File: config.mk
export PLATFORM = sky130hd
export DESIGN_NAME = median3_seq_sched
export DESIGN_NICKNAME = d
export VERILOG_FILES = /design/src/rtl/median3_seq_sched.sv
export SDC_FILE = /design/constraint.sdc
export NUM_CORES = 1
export LEC_CHECK = 0
export CAP_MARGIN = 20
export CORE_ASPECT_RATIO = 1.1
export CORE_MARGIN = 2
export CORE_UTILIZATION = 30
export DETAILED_ROUTE_END_ITERATION = 8
export PLACE_DENSITY_LB_ADDON = 0.12
export SLEW_MARGIN = 20
export SYNTH_ARGS = -nofsm -noshare
export SYNTH_HDL_FRONTEND = slang
export SYNTH_SLANG_ARGS = --single-unit
File: constraint.sdc
create_clock -name clk -period 4.3 [get_ports clk]
set_input_delay 0.86 -clock clk [delete_from_list [all_inputs] [get_ports clk]]
set_output_delay 0.86 -clock clk [all_outputs]
set_load 0.01 [all_outputs]
File: src/rtl/median3_seq_sched.sv
// Sorts three unsigned words over three cycles using one shared compare-exchange unit.
// Optional completion counter (done_cnt) is enabled by defining MEDIAN3_SEQ_CNT_EN.
module median3_seq_sched #(
    parameter int DATA_W = 32
) (
    input  logic              clk,
    input  logic              rst_n,
    input  logic              in_valid,
    output logic              in_ready,
    input  logic [DATA_W-1:0] data_0,
    input  logic [DATA_W-1:0] data_1,
    input  logic [DATA_W-1:0] data_2,
    output logic              out_valid,
    input  logic              out_ready,
    output logic [DATA_W-1:0] sort_0,
    output logic [DATA_W-1:0] sort_1,
    output logic [DATA_W-1:0] sort_2,
    output logic              busy
`ifdef MEDIAN3_SEQ_CNT_EN
    ,
    output logic [15:0]       done_cnt
`endif
);

    localparam logic [2:0] IDLE  = 3'd0;
    localparam logic [2:0] CX01A = 3'd1;
    localparam logic [2:0] CX12  = 3'd2;
    localparam logic [2:0] CX01B = 3'd3;
    localparam logic [2:0] DONE  = 3'd4;

    logic [2:0]        state;
    logic [2:0]        state_nxt;
    logic [DATA_W-1:0] r0, r1, r2;
    logic [DATA_W-1:0] cmp_a, cmp_b;
    logic              cmp_gt;
    logic              accept;
    logic              retire;

    // The one magnitude comparator; CX12 looks at (r1,r2), the other stages at (r0,r1).
    always_comb begin
        // NOTE: every always_comb output gets a default first so no path infers a latch.
        cmp_a = r0;
        cmp_b = r1;
        if (state == CX12) begin
            cmp_a = r1;
            cmp_b = r2;
        end
    end

    assign cmp_gt = cmp_a > cmp_b;

    assign out_valid = (state == DONE);
    assign busy      = (state != IDLE);
    assign in_ready  = rst_n && ((state == IDLE) || ((state == DONE) && out_ready));
    assign accept    = in_valid && in_ready;
    assign retire    = out_valid && out_ready;

    always_comb begin
        state_nxt = IDLE;
        case (state)
            IDLE:    state_nxt = accept ? CX01A : IDLE;
            CX01A:   state_nxt = CX12;
            CX12:    state_nxt = CX01B;
            CX01B:   state_nxt = DONE;
            DONE: begin
                if (!out_ready)
                    state_nxt = DONE;
                else if (in_valid)
                    state_nxt = CX01A;
                else
                    state_nxt = IDLE;
            end
            default: state_nxt = IDLE;
        endcase
    end

    // NOTE: sequential state is always assigned with non-blocking (<=) assignments.
    always_ff @(posedge clk or negedge rst_n) begin
        if (!rst_n)
            state <= IDLE;
        else
            state <= state_nxt;
    end

    // Working registers: load on accept, otherwise conditionally swap the pair under compare.
    always_ff @(posedge clk or negedge rst_n) begin
        if (!rst_n) begin
            r0 <= '0;
            r1 <= '0;
            r2 <= '0;
        end else if (accept) begin
            r0 <= data_0;
            r1 <= data_1;
            r2 <= data_2;
        end else begin
            case (state)
                CX01A, CX01B: begin
                    if (cmp_gt) begin
                        r0 <= r1;
                        r1 <= r0;
                    end
                end
                CX12: begin
                    if (cmp_gt) begin
                        r1 <= r2;
                        r2 <= r1;
                    end
                end
                default: ;
            endcase
        end
    end

    assign sort_0 = r0;
    assign sort_1 = r1;
    assign sort_2 = r2;

`ifdef MEDIAN3_SEQ_CNT_EN
    // Counts retired results; wraps naturally at 16 bits.
    always_ff @(posedge clk or negedge rst_n) begin
        if (!rst_n)
            done_cnt <= '0;
        else if (retire)
            done_cnt <= done_cnt + 16'd1;
    end
`else
    logic unused_retire;
    assign unused_retire = retire;
`endif

endmodule

==> out/metrics.csv <==
stage,metric,value,unit
setup_path,reg2regPathDepth,15,
sta,final.period_utilization,91.5,%
floorplanning,pin_count,199,
setup_path,critPathMaxStageDelay,0.44,ns
setup_path,arrival,4.18,ns
synth,synth_edf_count,0,
setup_path,critPathMostFrequentCell,buf_4,
synth,ys_ff_latch,99,
route,vias,5668,
cts,h-tree-depth,3,
grt,gr-usage-all-layers,18.5,%
power,powerDensity,890,nW/um^2
sta,final_max_slew_viol_count,0,
layout,layout_commonest_cell,nand2_1,
cts,cts_made_buffers,9,
cts,clock_latency,0.35,ns
sta,rsz0062_at_grt,false,
synth,ys.flop_type,dfrtp_1,
layout,antenna-diode-count,0,
route,drt_iter0_markers,251,
layout,final_cells,1108,
setup_path,rrSetupSlack,0.36,ns
setup_path,crit_start,state[1],
layout,final-seq-area,2480,sq um
cts,cts.sinks,99,
floorplanning,core-area,20400,sq um
layout,multiInputGateArea,3400,sq um
cts,ctsHoldBuffers,0,
setup_path,startpoint_type,flip-flop,
grt,grt_max_degree,64,
sta,fin_crit,3.94,ns
route,ant_nets,0,
setup_path,critPathBufInv,3,
power,p_leak,4.37,nW
setup_path,path_delay_family,simple AND/OR/NAND/NOR gates,
sta,hold_violations,0,
route,via_per_inst,5.12,
setup_path,path_depth,15,
cts,cts_root_buffer,clkbuf_16,
cts,clockBufferDepth,2,
floorplanning,die_y,155,microns
synth,syn_area_per_cell,9.30,sq um
layout,areaGrowthSynthToFinish,40.5,%
layout,final_cell_mix,"nand2_1 (199), clkdlybuf4s50_1 (197), dfrtp_1 (99), a22o_1 (65), a21o_1 (61)",
setup_path,crit_path_end_kind,flip-flop,
setup_path,endpoint,sort_0[24],
synth,ys_types,40,
layout,drive_gt1_share,6.34,%
setup_path,r2r-end,sort_0[24],
floorplanning,dieArea,21800,sq um
setup_path,criticalPathCategory,reg2reg,
grt,antenna_found_initial,0,
outcome,outcome,"complete, no violations",
layout,fill_cells,1979,
synth,async_reset_ff_share,100,%
sta,tightest_slew,0.852,ns
run,max-cap-violations,0,
grt,grt_pass1_vias,5857,
route,drtPass1Iterations,5,
route,wirelength,20000,microns
setup_path,required,4.54,ns
power,peakVddDrop,0.443,mV
synth,syn_nets,796,
grt,grt_pass1_wl,31900,microns
worst_hold_path,hp-class,reg2reg,
cts,cts_tree,built,
synth,synth_cells,664,
placed_design,dp_hpwl,14500,microns
sta,setup_viol,0,
synth,synthesis.area,6180,sq um
setup_path,r2r-start,state[1],
setup_path,worstPathMaxFanout,17,
placed_design,place_congestion,0.757,
placed_design,port_buffers,198,
placed_design,place_inst,1091,
sta,relSlewSlack,43.2,%
route,drc,0,
layout,nets,981,
synth,ys_warn_count,0,
sta,clock.fmax,254,MHz
cts,clk_pin_slew,0.07,ns
setup_path,crit_slowest_cell,dfrtp_1,
layout,fin_util,42.6,%
floorplanning,start_util,30.3,%
grt,grt_overflow,0,
sta,finalClockSkew,0.0105,ns
route,wire_per_inst,18.1,microns
synth,synth-seq-area-share,40.1,%
setup_path,crit_chain,nor2b_1 -> nor2b_4 -> buf_12 -> nand2_1 -> a21boi_0 -> ha_1 -> nand4_2 -> nor4_2 -> a21boi_2 -> o31ai_4 -> a211oi_4 -> buf_4 -> nor2_4 -> buf_4 -> a21o_2,
sta,tns,0,ns
floorplanning,rows,55,
floorplanning,fp.dieW,141,microns
cells in the mapped netlist, drive strengths merged, types with 2 or more instances:
library cell,number,area share [%]
nand3,3,0.24
inv,2,0.12
nand2b,2,0.20
and4,4,0.57
o21ai,36,2.9
nand4,4,0.51
dfrtp,99,40
a21boi,34,4.2
a22o,65,9.2
mux2i,32,5.2
a21o,66,8.1
nand2,199,12
nor2,6,0.61
clkbuf,14,0.85
buf,31,4.2
and2,2,0.20
nor2b,3,0.30
or3,2,0.20
a21oi,15,1.2
ha,32,6.5
a211oi,2,0.65
what timing repair did:
item                                   CTS  global route
buffers inserted                         3             0
resized for setup                        1             0
endpoints found under the hold margin    0             0
setup endpoints to repair               36             0
registers in the layout, indices dropped and copies added (netlist names):
register	flops
sort_0	32
sort_1	32
sort_2	32
state	3
cell type report:
type,instances,share of cell area (%)
multi-input cells,518,39.2
flip-flops and latches,99,28.5
repair buffers,219,25.0
well taps,256,3.69
clock buffers,12,3.07
clock inverters,2,0.403
inverters,2,0.0865
worst min-delay path by stage:
| stage | from | endpoint | cells past startpoint |
|---|---|---|---|
| 2_1_floorplan | state[2] | state[1] | 1 |
| 3_3_place_gp | sort_0[3] | sort_0[3] | 1 |
| 3_5_place_dp | sort_2[16] | sort_2[16] | 1 |
| 4_1_cts | sort_2[16] | sort_2[16] | 1 |
| 5_1_grt | sort_2[16] | sort_2[16] | 1 |
| 6_report | sort_0[3] | sort_0[3] | 1 |
report_power, final:
group	leakage [nW]	internal (mW)	switching (mW)	total (mW)
sequential	1.24	1.40	0.539	1.94
combinational	2.97	2.42	2.53	4.94
clock	0.151	0.492	0.349	0.840
total	4.37	4.31	3.42	7.72
through the flow:
step	instance area [sq um]	setup slack (ns)	total power, mW	hold slack [ns]
after floorplan	6180	0.625	5.09	0.503
after global placement	8350	-0.0577	6.83	0.497
after detailed placement	8350	-0.166	6.91	0.496
after CTS	8680	0.348	7.82	0.511
after global routing	8680	0.0880	8.39	0.535
final	8680	0.364	7.72	0.510
routing by layer:
| layer | share of wire [%] | GRT usage, % | vias up |
|---|---|---|---|
| met5 | 0 | 0 | - |
| met4 | 1.2 | 5.81 | 0 |
| met3 | 4.8 | 2.85 | 14 |
| met2 | 48 | 31.5 | 158 |
| met1 | 46 | 24.2 | 2754 |
| li1 | - | - | 2742 |
cells by family (layout without fill, tap and decap cells):
group	count (synthesis)	count (layout)	share of synthesized area (%)
simple gates	228	228	15.5
compound gates	225	225	27.4
flops	99	99	40.1
buf+inv	47	235	5.14
fa+ha+maj	32	32	6.48
mux	32	32	5.18
xor+xnor	1	1	0.142
(Power assumes the default switching activity.)
